File: src/rtl/rvfi_ill_pkg.sv
// rtl/rvfi_ill_pkg.sv - shared types, illegal-class constants and classifier for the RVFI illegal-insn checker
package rvfi_ill_pkg;

  typedef enum logic [1:0] {ST_IDLE, ST_ARMED, ST_PASS, ST_FAIL} state_t;

  typedef enum logic [2:0] {
    FC_NONE     = 3'd0,
    FC_NO_TRAP  = 3'd1,
    FC_RD_ADDR  = 3'd2,
    FC_RD_WDATA = 3'd3,
    FC_WMASK    = 3'd4,
    FC_BAD_PC   = 3'd5,
    FC_TIMEOUT  = 3'd6,
    FC_TRAP_VEC = 3'd7
  } fail_code_t;

  localparam int ILL_MODE_ZERO = 0;
  localparam int ILL_MODE_ONES = 1;
  localparam int ILL_MODE_RSVD = 2;

  localparam int ILEN_MAX = 64;
  localparam int N_RSVD   = 6;

  // Reserved major opcodes plus the long-encoding prefixes a 32-bit core cannot retire.
  localparam logic [6:0] RSVD_OPCODES [N_RSVD] = '{
    7'b1101011, 7'b1110111, 7'b0011111, 7'b1011111, 7'b0111111, 7'b1111111
  };

  function automatic logic is_illegal(input logic [ILEN_MAX-1:0] insn, input int ilen, input int mode);
    logic [ILEN_MAX-1:0] mask;
    logic                hit;
    mask = '1;
    if (ilen < ILEN_MAX) mask = ~('1 << ilen);
    hit = 1'b0;
    case (mode)
      ILL_MODE_ZERO: hit = ((insn & mask) == '0);
      ILL_MODE_ONES: hit = ((insn & mask) == mask);
      ILL_MODE_RSVD: for (int k = 0; k < N_RSVD; k++) if (insn[6:0] == RSVD_OPCODES[k]) hit = 1'b1;
      default:       hit = 1'b0;
    endcase
    return hit;
  endfunction

endpackage

File: src/rtl/rvfi_ill_seq_check_if.sv
// rtl/rvfi_ill_seq_check_if.sv - RVFI retire bus bundle for the illegal-insn sequence checker
interface rvfi_ill_seq_check_if #(
  parameter int NRET = 1,
  parameter int XLEN = 32,
  parameter int ILEN = 32
);
  logic [NRET-1:0]        rvfi_valid;
  logic [NRET*64-1:0]     rvfi_order;
  logic [NRET*ILEN-1:0]   rvfi_insn;
  logic [NRET-1:0]        rvfi_trap;
  logic [NRET*5-1:0]      rvfi_rd_addr;
  logic [NRET*XLEN-1:0]   rvfi_rd_wdata;
  logic [NRET*XLEN-1:0]   rvfi_pc_rdata;
  logic [NRET*XLEN-1:0]   rvfi_pc_wdata;
  logic [NRET*XLEN/8-1:0] rvfi_mem_wmask;

  modport master (
    output rvfi_valid, rvfi_order, rvfi_insn, rvfi_trap, rvfi_rd_addr,
           rvfi_rd_wdata, rvfi_pc_rdata, rvfi_pc_wdata, rvfi_mem_wmask
  );
  modport slave (
    input  rvfi_valid, rvfi_order, rvfi_insn, rvfi_trap, rvfi_rd_addr,
           rvfi_rd_wdata, rvfi_pc_rdata, rvfi_pc_wdata, rvfi_mem_wmask
  );
endinterface

File: src/rtl/rvfi_ill_match.sv
// rtl/rvfi_ill_match.sv - per-channel illegal-insn or successor-order match, lowest-index one-hot
module rvfi_ill_match
  import rvfi_ill_pkg::*;
#(
  parameter int NRET     = 1,
  parameter int ILEN     = 32,
  parameter int ILL_MODE = 0,
  parameter bit SUCC     = 1'b0
) (
  input  logic [NRET-1:0]      valid,
  input  logic [NRET-1:0]      mask,
  input  logic [NRET*ILEN-1:0] insn,
  input  logic [NRET*64-1:0]   order,
  input  logic [63:0]          exp_order,
  output logic [NRET-1:0]      onehot,
  output logic                 found
);
  logic [NRET-1:0] hit;

  always_comb begin
    hit = '0;
    for (int i = 0; i < NRET; i++) begin
      hit[i] = valid[i] && mask[i] &&
               (SUCC ? (order[i*64 +: 64] == exp_order)
                     : is_illegal(ILEN_MAX'(insn[i*ILEN +: ILEN]), ILEN, ILL_MODE));
    end
  end

  // Two's-complement trick isolates the lowest set bit.
  assign onehot = hit & (~hit + 1'b1);
  assign found  = |hit;
endmodule

File: src/rtl/rvfi_ill_seq_check.sv
// rtl/rvfi_ill_seq_check.sv - sequential illegal-insn checker; RISCV_FORMAL_ILL_MTVEC_EN adds trap_vec check
module rvfi_ill_seq_check
  import rvfi_ill_pkg::*;
#(
  parameter int NRET     = 1,
  parameter int XLEN     = 32,
  parameter int ILEN     = 32,
  parameter int ILL_MODE = 0,
  parameter int TIMEOUT  = 64
) (
  input  logic                 clock,
  input  logic                 resetn,
  input  logic                 check,
`ifdef RISCV_FORMAL_ILL_MTVEC_EN
  input  logic [XLEN-1:0]      trap_vec,
`endif
  rvfi_ill_seq_check_if.slave  rvfi,
  output logic                 busy,
  output logic                 pass,
  output logic                 fail,
  output logic [2:0]           fail_code
);
  localparam int TW = (TIMEOUT > 0) ? $clog2(TIMEOUT + 1) : 1;
  localparam int MW = XLEN / 8;

  state_t          state, state_nx;
  fail_code_t      code_q, code_nx, c_code;
  logic [63:0]     cap_order, cap_order_nx, c_order, exp_order;
  logic [XLEN-1:0] cap_pc, cap_pc_nx, c_pc_wdata, c_rd_wdata, s_pc_rdata, exp_pc;
  logic [TW-1:0]   timer, timer_nx;
  logic [4:0]      c_rd_addr;
  logic [MW-1:0]   c_wmask;
  logic            c_trap, cap_found, succ_found, seen;
  logic [NRET-1:0] cap_oh, succ_oh, succ_mask, all_ch;

  assign all_ch = '1;

  rvfi_ill_match #(.NRET(NRET), .ILEN(ILEN), .ILL_MODE(ILL_MODE), .SUCC(1'b0)) u_cap (
    .valid(rvfi.rvfi_valid), .mask(all_ch), .insn(rvfi.rvfi_insn), .order(rvfi.rvfi_order),
    .exp_order(exp_order), .onehot(cap_oh), .found(cap_found)
  );

  rvfi_ill_match #(.NRET(NRET), .ILEN(ILEN), .ILL_MODE(ILL_MODE), .SUCC(1'b1)) u_succ (
    .valid(rvfi.rvfi_valid), .mask(succ_mask), .insn(rvfi.rvfi_insn), .order(rvfi.rvfi_order),
    .exp_order(exp_order), .onehot(succ_oh), .found(succ_found)
  );

  // Field select for the captured and successor channels; only channels above the capture may succeed in the same cycle.
  always_comb begin
    c_order = '0; c_pc_wdata = '0; c_rd_wdata = '0; c_rd_addr = '0; c_wmask = '0; c_trap = 1'b0;
    s_pc_rdata = '0; seen = 1'b0; succ_mask = '0;
    for (int i = 0; i < NRET; i++) begin
      c_order    = c_order    | ({64{cap_oh[i]}}   & rvfi.rvfi_order[i*64 +: 64]);
      c_pc_wdata = c_pc_wdata | ({XLEN{cap_oh[i]}} & rvfi.rvfi_pc_wdata[i*XLEN +: XLEN]);
      c_rd_wdata = c_rd_wdata | ({XLEN{cap_oh[i]}} & rvfi.rvfi_rd_wdata[i*XLEN +: XLEN]);
      c_rd_addr  = c_rd_addr  | ({5{cap_oh[i]}}    & rvfi.rvfi_rd_addr[i*5 +: 5]);
      c_wmask    = c_wmask    | ({MW{cap_oh[i]}}   & rvfi.rvfi_mem_wmask[i*MW +: MW]);
      c_trap     = c_trap     | (cap_oh[i] & rvfi.rvfi_trap[i]);
      s_pc_rdata = s_pc_rdata | ({XLEN{succ_oh[i]}} & rvfi.rvfi_pc_rdata[i*XLEN +: XLEN]);
      succ_mask[i] = seen;
      seen = seen | cap_oh[i];
    end
    if (state != ST_IDLE) succ_mask = '1;
  end

  assign exp_order = ((state == ST_IDLE) ? c_order : cap_order) + 64'd1;
  assign exp_pc    = (state == ST_IDLE) ? c_pc_wdata : cap_pc;

  always_comb begin
    if (!c_trap)                 c_code = FC_NO_TRAP;
    else if (c_rd_addr != '0)    c_code = FC_RD_ADDR;
    else if (c_rd_wdata != '0)   c_code = FC_RD_WDATA;
    else if (c_wmask != '0)      c_code = FC_WMASK;
`ifdef RISCV_FORMAL_ILL_MTVEC_EN
    else if (c_pc_wdata != trap_vec) c_code = FC_TRAP_VEC;
`endif
    else                         c_code = FC_NONE;
  end

  always_ff @(posedge clock or negedge resetn) begin
    if (!resetn) begin
      state     <= ST_IDLE;
      code_q    <= FC_NONE;
      cap_order <= '0;
      cap_pc    <= '0;
      timer     <= '0;
    end else begin
      state     <= state_nx;
      code_q    <= code_nx;
      cap_order <= cap_order_nx;
      cap_pc    <= cap_pc_nx;
      timer     <= timer_nx;
    end
  end

  always_comb begin
    state_nx     = state;
    code_nx      = code_q;
    cap_order_nx = cap_order;
    cap_pc_nx    = cap_pc;
    timer_nx     = timer;
    case (state)
      ST_IDLE: if (check && cap_found) begin
        cap_order_nx = c_order;
        cap_pc_nx    = c_pc_wdata;
        timer_nx     = '0;
        if (c_code != FC_NONE) begin
          state_nx = ST_FAIL;
          code_nx  = c_code;
        end else if (succ_found) begin
          state_nx = (s_pc_rdata == exp_pc) ? ST_PASS : ST_FAIL;
          if (s_pc_rdata != exp_pc) code_nx = FC_BAD_PC;
        end else begin
          state_nx = ST_ARMED;
        end
      end
      ST_ARMED: begin
        if (timer != {TW{1'b1}}) timer_nx = timer + 1'b1;
        // A successor in the final cycle beats the timeout.
        if (succ_found) begin
          state_nx = (s_pc_rdata == exp_pc) ? ST_PASS : ST_FAIL;
          if (s_pc_rdata != exp_pc) code_nx = FC_BAD_PC;
        end else if ((TIMEOUT != 0) && (timer == TW'(TIMEOUT - 1))) begin
          state_nx = ST_FAIL;
          code_nx  = FC_TIMEOUT;
        end
      end
      default: ;
    endcase
  end

  always_comb begin
    busy      = (state == ST_ARMED);
    pass      = (state == ST_PASS);
    fail      = (state == ST_FAIL);
    fail_code = code_q;
  end

`ifdef FORMAL
  always @(posedge clock) begin
    if (resetn) begin
      cover (pass);
      assert (!fail);
    end
  end
`endif
endmodule
File: src/flat_wrapper.sv
// flat-port wrapper written by rule: the top's interface ports become plain ports
module rvfi_ill_seq_check_flat import rvfi_ill_pkg::*;
#(
  parameter int NRET     = 1,
  parameter int XLEN     = 32,
  parameter int ILEN     = 32,
  parameter int ILL_MODE = 0,
  parameter int TIMEOUT  = 64
)
  (clock, resetn, check, busy, pass, fail, fail_code, rvfi_rvfi_valid, rvfi_rvfi_order, rvfi_rvfi_insn, rvfi_rvfi_trap, rvfi_rvfi_rd_addr, rvfi_rvfi_rd_wdata, rvfi_rvfi_pc_rdata, rvfi_rvfi_pc_wdata, rvfi_rvfi_mem_wmask);
  rvfi_ill_seq_check_if #(.NRET(NRET), .XLEN(XLEN), .ILEN(ILEN)) rvfi_i ();
  input  logic clock;
  input  logic resetn;
  input  logic check;
  output logic busy;
  output logic pass;
  output logic fail;
  output logic [2:0] fail_code;
  input wire logic [$bits(rvfi_i.rvfi_valid)-1:0] rvfi_rvfi_valid;
  input wire logic [$bits(rvfi_i.rvfi_order)-1:0] rvfi_rvfi_order;
  input wire logic [$bits(rvfi_i.rvfi_insn)-1:0] rvfi_rvfi_insn;
  input wire logic [$bits(rvfi_i.rvfi_trap)-1:0] rvfi_rvfi_trap;
  input wire logic [$bits(rvfi_i.rvfi_rd_addr)-1:0] rvfi_rvfi_rd_addr;
  input wire logic [$bits(rvfi_i.rvfi_rd_wdata)-1:0] rvfi_rvfi_rd_wdata;
  input wire logic [$bits(rvfi_i.rvfi_pc_rdata)-1:0] rvfi_rvfi_pc_rdata;
  input wire logic [$bits(rvfi_i.rvfi_pc_wdata)-1:0] rvfi_rvfi_pc_wdata;
  input wire logic [$bits(rvfi_i.rvfi_mem_wmask)-1:0] rvfi_rvfi_mem_wmask;
  assign rvfi_i.rvfi_valid = rvfi_rvfi_valid;
  assign rvfi_i.rvfi_order = rvfi_rvfi_order;
  assign rvfi_i.rvfi_insn = rvfi_rvfi_insn;
  assign rvfi_i.rvfi_trap = rvfi_rvfi_trap;
  assign rvfi_i.rvfi_rd_addr = rvfi_rvfi_rd_addr;
  assign rvfi_i.rvfi_rd_wdata = rvfi_rvfi_rd_wdata;
  assign rvfi_i.rvfi_pc_rdata = rvfi_rvfi_pc_rdata;
  assign rvfi_i.rvfi_pc_wdata = rvfi_rvfi_pc_wdata;
  assign rvfi_i.rvfi_mem_wmask = rvfi_rvfi_mem_wmask;
  rvfi_ill_seq_check #(.NRET(NRET), .XLEN(XLEN), .ILEN(ILEN), .ILL_MODE(ILL_MODE), .TIMEOUT(TIMEOUT)) u_core (.clock(clock), .resetn(resetn), .check(check), .rvfi(rvfi_i), .busy(busy), .pass(pass), .fail(fail), .fail_code(fail_code));
endmodule
File: config.mk
export PLATFORM = sky130hd
export DESIGN_NAME = rvfi_ill_seq_check_flat
export DESIGN_NICKNAME = d
export VERILOG_FILES = /design/src/rtl/rvfi_ill_pkg.sv /design/src/rtl/rvfi_ill_seq_check_if.sv /design/src/rtl/rvfi_ill_match.sv /design/src/rtl/rvfi_ill_seq_check.sv /design/src/flat_wrapper.sv
export SDC_FILE = /design/constraint.sdc
export NUM_CORES = 1
export LEC_CHECK = 0
export BUFFER_PORTS_ARGS = -buffer_cell sky130_fd_sc_hd__buf_2
export CAP_MARGIN = 20
export CELL_PAD_IN_SITES_DETAIL_PLACEMENT = 1
export CELL_PAD_IN_SITES_GLOBAL_PLACEMENT = 1
export CORE_MARGIN = 2
export CORE_UTILIZATION = 43
export DETAILED_ROUTE_END_ITERATION = 12
export PLACE_DENSITY_LB_ADDON = 0.1
export SLEW_MARGIN = 20
export SYNTH_ARGS = -nofsm -noshare
export SYNTH_HDL_FRONTEND = slang
export SYNTH_SLANG_ARGS = --single-unit
File: constraint.sdc
create_clock -name clock -period 11.31 [get_ports clock]
set_input_delay 2.8275 -clock clock [delete_from_list [all_inputs] [get_ports clock]]
set_output_delay 2.8275 -clock clock [all_outputs]
set_load 0.005 [all_outputs]
Word level (Yosys, flattened, before mapping)
Index checks and enable logic that the tools add are counted.

Bitwise logic cells: 11. Reductions and logical operators: 16. Equality and inequality tests: 12. Muxes and demuxes: 24. Add/sub/neg operators: 4.

Operator list (count): $and A32 B32 Y32 (3); $add A64 B1 Y64 const B (1); $and A64 B64 Y64 (1); $eq A64 B64 Y1 (1); $logic_not A64 Y1 (1); $mux W64 (1); $eq A32 B32 Y1 (1); $mux W32 (1); $ne A32 B32 Y1 (1); $reduce_bool A32 Y1 (1); $mux W3 (10); $mux W7 (2); $pmux W7 S2 (1); $mux W2 (5); $add A7 B1 Y7 const B (1); $eq A7 B6 Y1 const B (1); $ne A7 B7 Y1 const B (1); $pmux W3 S2 (1); $reduce_and A3 Y1 (2); $and A5 B5 Y5 (1); $reduce_bool A5 Y1 (1); $and A4 B4 Y4 (1); $eq A2 B2 Y1 const B (2); $logic_and A1 B1 Y1 (4); other kinds (16) (22).

Register bits after elaboration: 108. Input port bits: 206. Logic and storage cells: 72.

Logic depth before layout (Yosys ltp)
Word-level depth: 20. Mapped depth: 30. Depth with buffers taken out: 19.

Cells and area by module
A second synthesis with hierarchy kept.

Cells, all modules: 1194. Area total of the unflattened synthesis: 9085.0 sq um.

By module, submodules not included: rvfi_ill_seq_check (area each 8251.7 sq um, cells an instance 1083, instances 1); rvfi_ill_match (u_core.u_succ) (area each 737.0 sq um, cells an instance 96, instances 1); rvfi_ill_match (u_core.u_cap) (area each 96.3 sq um, cells an instance 15, instances 1).

Least setup slack after synthesis
Ideal clock, no wire load.

Path kind: input -> register. Start: input port rvfi_rvfi_insn[8]. End: register u_core.code_q[1] (netlist: u_core.fail_code[1]). Stages on the path: 23. Path slack: 3.226 ns. Data required time: 11.190 ns. Arrival time: 7.964 ns. Library setup time: 0.120 ns. Cells stage by stage: nor4_2 -> and4_1 -> nand3_1 -> clkbuf_1 -> clkbuf_1 -> o21ai_0 -> ha_1 -> buf_1 -> nand3_1 -> o41ai_2 -> o21ai_1 -> nor4_1 -> and4_1 -> a21oi_1 -> or4b_1 -> or4_1 -> buf_2 -> buf_2 -> o31a_1 -> a21oi_1 -> nor4_1 -> and4_4 -> a31o_1.

Cells in the longest elaborated chain, start to end: 20. Elaborated cells between the ends (all ways): 40. Classes of those cells: add/sub: 3; eq/ne: 5; mux: 12; bitwise: 11; reduce/logical: 9.

Ends and longest elaborated chain: from (decl) (RTL line flat_wrapper.sv:21) `input wire logic [$bits(rvfi_i.rvfi_insn)-1:0] rvfi_rvfi_insn;`; $logic_not A64 Y1 * (RTL line rvfi_ill_pkg.sv:36) `ILL_MODE_ZERO: hit = ((insn & mask) == '0);`; $logic_and A1 B1 Y1 * (RTL line rvfi_ill_match.sv:23) `hit[i] = valid[i] && mask[i] &&`; $not A1 Y1 (RTL line rvfi_ill_match.sv:30) `assign onehot = hit & (~hit + 1'b1);`; $add A1 B1 Y1 (RTL line rvfi_ill_match.sv:30); $and A1 B1 Y1 (RTL line rvfi_ill_match.sv:30); $and A64 B64 Y64 (RTL line rvfi_ill_seq_check.sv:53) `c_order = c_order | ({64{cap_oh[i]}} & rvfi.rvfi_order[i*64 +: 64]);`; $mux W64 (RTL line rvfi_ill_seq_check.sv:66) `assign exp_order = ((state == ST_IDLE) ? c_order : cap_order) + 64'd1;`; $add A64 B1 Y64 (RTL line rvfi_ill_seq_check.sv:66); (+3 left out); $add A1 B1 Y1 (RTL line rvfi_ill_match.sv:30); $and A1 B1 Y1 (RTL line rvfi_ill_match.sv:30); $and A32 B32 Y32 (RTL line rvfi_ill_seq_check.sv:59) `s_pc_rdata = s_pc_rdata | ({XLEN{succ_oh[i]}} & rvfi.rvfi_pc_rdata[i*XLEN +: XLEN]);`; $ne A32 B32 Y1 (RTL line rvfi_ill_seq_check.sv:112, rvfi_ill_seq_check.sv:122); $mux W3 (2 in series); $mux W3 (RTL line rvfi_ill_seq_check.sv:107) `if (c_code != FC_NONE) begin`; $mux W3 (RTL line rvfi_ill_seq_check.sv:103) `ST_IDLE: if (check && cap_found) begin`; $pmux W3 S2 (RTL line rvfi_ill_seq_check.sv:102) `case (state)`; to (signal assigned) (RTL line rvfi_ill_seq_check.sv:89) `code_q <= code_nx;`; to (decl) (RTL line rvfi_ill_seq_check.sv:27) `fail_code_t code_q, code_nx, c_code;`.

Every way passes the cells marked *; elsewhere a longest branch is shown, timed or not. The select of a mux whose other input is x is not followed. A chain may end at the register's enable or synchronous reset.

Worst setup path after layout
Start: input port rvfi_rvfi_insn[8]. End: register u_core.state[0].

Cells in the longest elaborated chain, start to end: 20. Elaborated cells between the ends (all ways): 39. Classes of those cells: add/sub: 3; eq/ne: 4; mux: 12; bitwise: 11; reduce/logical: 9.

Ends and longest elaborated chain: $logic_not A64 Y1 * (RTL line rvfi_ill_pkg.sv:36); $logic_and A1 B1 Y1 * (RTL line rvfi_ill_match.sv:23); $not A1 Y1 (RTL line rvfi_ill_match.sv:30); $add A1 B1 Y1 (RTL line rvfi_ill_match.sv:30); $and A1 B1 Y1 (RTL line rvfi_ill_match.sv:30); $and A64 B64 Y64 (RTL line rvfi_ill_seq_check.sv:53); $mux W64 (RTL line rvfi_ill_seq_check.sv:66); $add A64 B1 Y64 (RTL line rvfi_ill_seq_check.sv:66); (+4 left out); $and A1 B1 Y1 (RTL line rvfi_ill_match.sv:30); $and A32 B32 Y32 (RTL line rvfi_ill_seq_check.sv:59); $eq A32 B32 Y1 (RTL line rvfi_ill_seq_check.sv:111, rvfi_ill_seq_check.sv:121); $mux W1 (RTL line rvfi_ill_seq_check.sv:111, rvfi_ill_seq_check.sv:121); $mux W2 (RTL line rvfi_ill_seq_check.sv:110) `end else if (succ_found) begin`; $mux W2 (RTL line rvfi_ill_seq_check.sv:107); $mux W2 (RTL line rvfi_ill_seq_check.sv:103); $pmux W2 S2 (RTL line rvfi_ill_seq_check.sv:102); to (signal assigned) (RTL line rvfi_ill_seq_check.sv:88) `state <= state_nx;`; to (decl) (RTL line rvfi_ill_seq_check.sv:26) `state_t state, state_nx;`.

Marked as above.

==> summary.md <==
| Metric | Value |
|---|---|
| Vias after detailed routing | `around 12k` |
| DIE HEIGHT | `157 um` |
| WL/cell | `21.0 um` |
| Max Slew Vio Count | `0` |
| Status | `completed` |
| FFs w/ async S/R, synth | `1.00` |
| Top FF cell, synth | `dfrtp_1` |
| Starting Density | `0.434` |
| Max Freq | `0.113 GHz` |
| Layout overhead on the synthesized area | `16.1%` |
| Largest net degree at the start of global routing | `a little over 100` |
| RSZ-0062 raised after global routing | `no` |
| Crit path kind | `in2reg` |
| DRC viols | `0` |
| Dpl cells | `1938` |
| Share of cells above drive strength 1 | `0.174` |
| Post-CTS Setup Repair Bufs | `0` |
| Final ANT Viol Nets | `0` |
| IO buf count | `211` |
| Critical Path, Cell by Cell | `buf_2 > nor4_2 > and4_1 > nand3_1 > o21ai_0 > ha_1 > nand3_1 > o41ai_2 > o21ai_1 > nor4_1 > buf_4 > and4_1 > a21oi_1 > or4b_1 > or4_1 > nor2_8 > a21oi_1 > nor4_1 > and4_4 > a31oi_1` |
| Post-synth EDFFs | `0` |
| Max FO, Critical Path | `18` |
| Die width | `157 um` |
| Clock Latency Late Sink | `0.38 ns` |
| CP required | `11.56 ns` |
| P per Cell Area | `72.9 nW/um2` |
| Final setup viols | `0` |
| H-tree levels | `3` |
| Fin crit share | `0.783` |
| Yosys warning total | `0` |
| Post-Synthesis Cells | `between 1k and 1.5k` |
| Cell Area, Synth | `roughly 10000 um2` |
| Num rows | `56` |
| Worst path slowest cell | `or4_1` |
| Total CTS buffers | `9` |
| Grt total ovfl | `0` |
| DRT Wirelength | `41200 um` |
| Final TNS setup | `0 ns` |
| Seq/Total Area, Yosys | `0.268` |
| Clock skew | `0.0120 ns` |
| R2R depth | `18` |
| Cell Count, Final, Fillers Out | `1958` |
| Routability cong. | `0.984` |
| Die ar. | `24700 um2` |
| Root Buffer Master | `clkbuf_16` |
| Detailed placer's ending HPWL | `around 30000 um` |
| Syn Nets | `1683` |
| CTS clock-pin slew for the worst setup and hold paths | `roughly 0.10 ns` |
| Worst r2r src | `u_core.state[0]` |
| Max Cap Violations | `0` |
| Vias in the first global route | `around 12k` |
| Initial antenna violation count | `6` |
| Worst Hold End | `u_core.cap_order[24]` |
| Worst R2R End | `u_core.state[0]` |
| Leak | `5.32 nW` |
| Data arrival, critical path | `9.11 ns` |
| First drt pass iteration count | `5` |
| #FFs+latches synth | `108` |
| Fillers | `3099` |
| Vias per cell | `approximately 6` |
| Clock sinks | `~110` |
| Mapped Avg Cell Area | `6.84 um2` |
| Crit end category | `flip-flop` |
| Peak supply drop | `82.5 uV` |
| Total power | `around 850 uW` |
| Iteration-0 DRC Markers | `around 800` |
| Startpoint types | `primary input` |
| Core area | `approximately 23000 um2` |
| Layout Nets | `1839` |
| Rel. slew slack | `0.352` |
| Hold Crit Class | `reg2reg` |
| Clock tree buffer depth | `2` |
| Fin crit period | `8.86 ns` |
| Beginning of the worst hold path | `u_core.cap_order[24]` |
| Hold-fix buffers at CTS | `0` |
| CTS tree | `yes` |
| # IOs | `~210` |
| Yosys cell types | `75` |
| Worst-Margin Slew | `just under 1 ns` |
| First-pass GRT wire length | `approximately 65000 um` |
| Register-to-register setup slack | `4.70 ns` |
| Final hold violation count | `0` |
| Post_cts resized | `0` |
| Hold path depth | `2` |
| Setup ws final | `approximately 2.5 ns` |
| DP Worst Slack | `2.11 ns` |
| GRT Total Usage | `0.335` |
| Max stage delay on crit path | `about 0.87 ns` |
==> power by group <==
| group | leakage [nW] | switching [mW] | internal (mW) |
|---|---|---|---|
| logic | 3.70 | 0.0713 | 0.0478 |
| registers | 1.47 | 0.00000000463 | 0.386 |
| clock network | 0.149 | 0.186 | 0.163 |
| total | 5.32 | 0.257 | 0.597 |
==> metrics by stage <==
| step | util | hold WS, ns | area (um2) |
|---|---|---|---|
| 3_3_place_gp | 0.489 | 0.449 | 11400 |
| 2_1_floorplan | - | 0.430 | 10100 |
| 3_5_place_dp | 0.489 | 0.456 | 11400 |
| 4_1_cts | 0.502 | 0.475 | 11700 |
| 6_report | 0.504 | 0.469 | 11700 |
| 5_1_grt | 0.503 | 0.496 | 11700 |
==> cells in the final DEF, fill, tap and decap left out, types with 9 or more instances in the layout <==
master	synthesis	routed
a21oi_1	83	83
a31o_2	11	11
a31oi_1	12	11
and2_1	25	24
and3_1	43	43
buf_2	10	210
buf_4	1	17
clkbuf_16	0	9
dfrtp_1	108	108
inv_1	19	19
nand2_1	403	402
nand3_1	49	49
nand4_1	32	32
nor2_1	117	116
nor2b_1	23	23
nor3_1	24	23
nor4_1	62	62
nor4b_1	12	12
o21a_1	12	12
o21ai_0	107	107
o22ai_1	22	22
o31a_1	18	18
xnor2_1	32	32
xor2_1	28	28
==> state kept, by name (all words and copies together), names as in the netlist <==
name              flops
u_core.cap_order     64
u_core.cap_pc        32
u_core.timer          7
u_core.fail_code      3
u_core.state          2
==> worst max-delay path by stage <==
stage          slack [ns]  depth (start not counted)             endpoint          startpoint
2_1_floorplan        3.23                         23  u_core.fail_code[1]   rvfi_rvfi_insn[8]
3_5_place_dp         2.11                         20      u_core.state[0]   rvfi_rvfi_insn[8]
3_3_place_gp         2.30                         20      u_core.state[0]   rvfi_rvfi_insn[8]
5_1_grt              1.97                         19      u_core.state[0]  rvfi_rvfi_insn[26]
6_report             2.45                         20      u_core.state[0]   rvfi_rvfi_insn[8]
4_1_cts              2.51                         20      u_core.state[0]   rvfi_rvfi_insn[8]
==> Yosys cell counts (all sizes together) (6+ instances only) <==
cell type	number	area [um2]
nor4b	12	105
o41ai	8	77.6
o21a	12	90.1
nor3	27	156
nand4	35	255
a31o	12	105
or4	7	52.6
or3	6	37.5
o22ai	22	138
nand2	403	1510
a211oi	7	52.6
and2	25	156
xor2	28	245
a21oi	83	415
xnor2	32	280
dfrtp	108	2700
and3	43	269
inv	19	71.3
o21ai	110	551
nand4b	6	52.6
o211ai	6	45.0
o22a	8	70.1
o31a	18	158
clkbuf	63	236
a31oi	12	75.1
o31ai	6	50.1
a22oi	7	52.6
nor4	73	552
nor2b	23	144
nor2	118	459
and4	9	81.3
buf	20	98.9
nand3	49	245
mux2i	8	80.1
==> critical path, delay by kind of cell <==
family	cells	cell delay (ns)
compound gates	6	1.43
fa+ha+maj	1	0.38
buf+inv	2	0.34
simple gates	11	4.10
==> cells by family (layout without fill, tap and decap cells) <==
| kind of cell | after synthesis | after routing | share of synthesized area |
|---|---|---|---|
| flip-flops | 108 | 108 | 0.268 |
| AND/OR/NAND/NOR | 855 | 855 | 0.419 |
| XOR/XNOR | 60 | 60 | 0.0521 |
| other | 0 | 3 | 0 |
| buffers and inverters | 103 | 264 | 0.0407 |
| multiplexers | 8 | 8 | 0.00794 |
| adder cells (fa/ha/maj) | 2 | 2 | 0.00248 |
| AO/OA/AOI/OAI | 339 | 339 | 0.210 |
==> metal layers <==
metal  share of wire  vias up  wire [um]  global-route usage
met4           0.036        4       1490               0.131
met3           0.075       83       3080              0.0636
met1            0.41     5818      17000               0.426
li1                -     5592          -                   -
met2            0.48      511      19600               0.560
met5         0.00061        -         25                   0
==> area by class of cell <==
| type | count | area (um2) | area share |
|---|---|---|---|
| clock buffers | 10 | 239 | 0.0204 |
| clock inverters | 6 | 62.6 | 0.00534 |
| well taps | 319 | 399 | 0.0341 |
| flip-flops and latches | 108 | 2700 | 0.231 |
| diodes | 3 | 7.51 | 0.000641 |
| repair buffers | 228 | 1210 | 0.103 |
| inverters | 20 | 75.1 | 0.00641 |
| multi-input cells | 1264 | 7020 | 0.600 |
No activity file was read; power rests on OpenSTA's default activity.
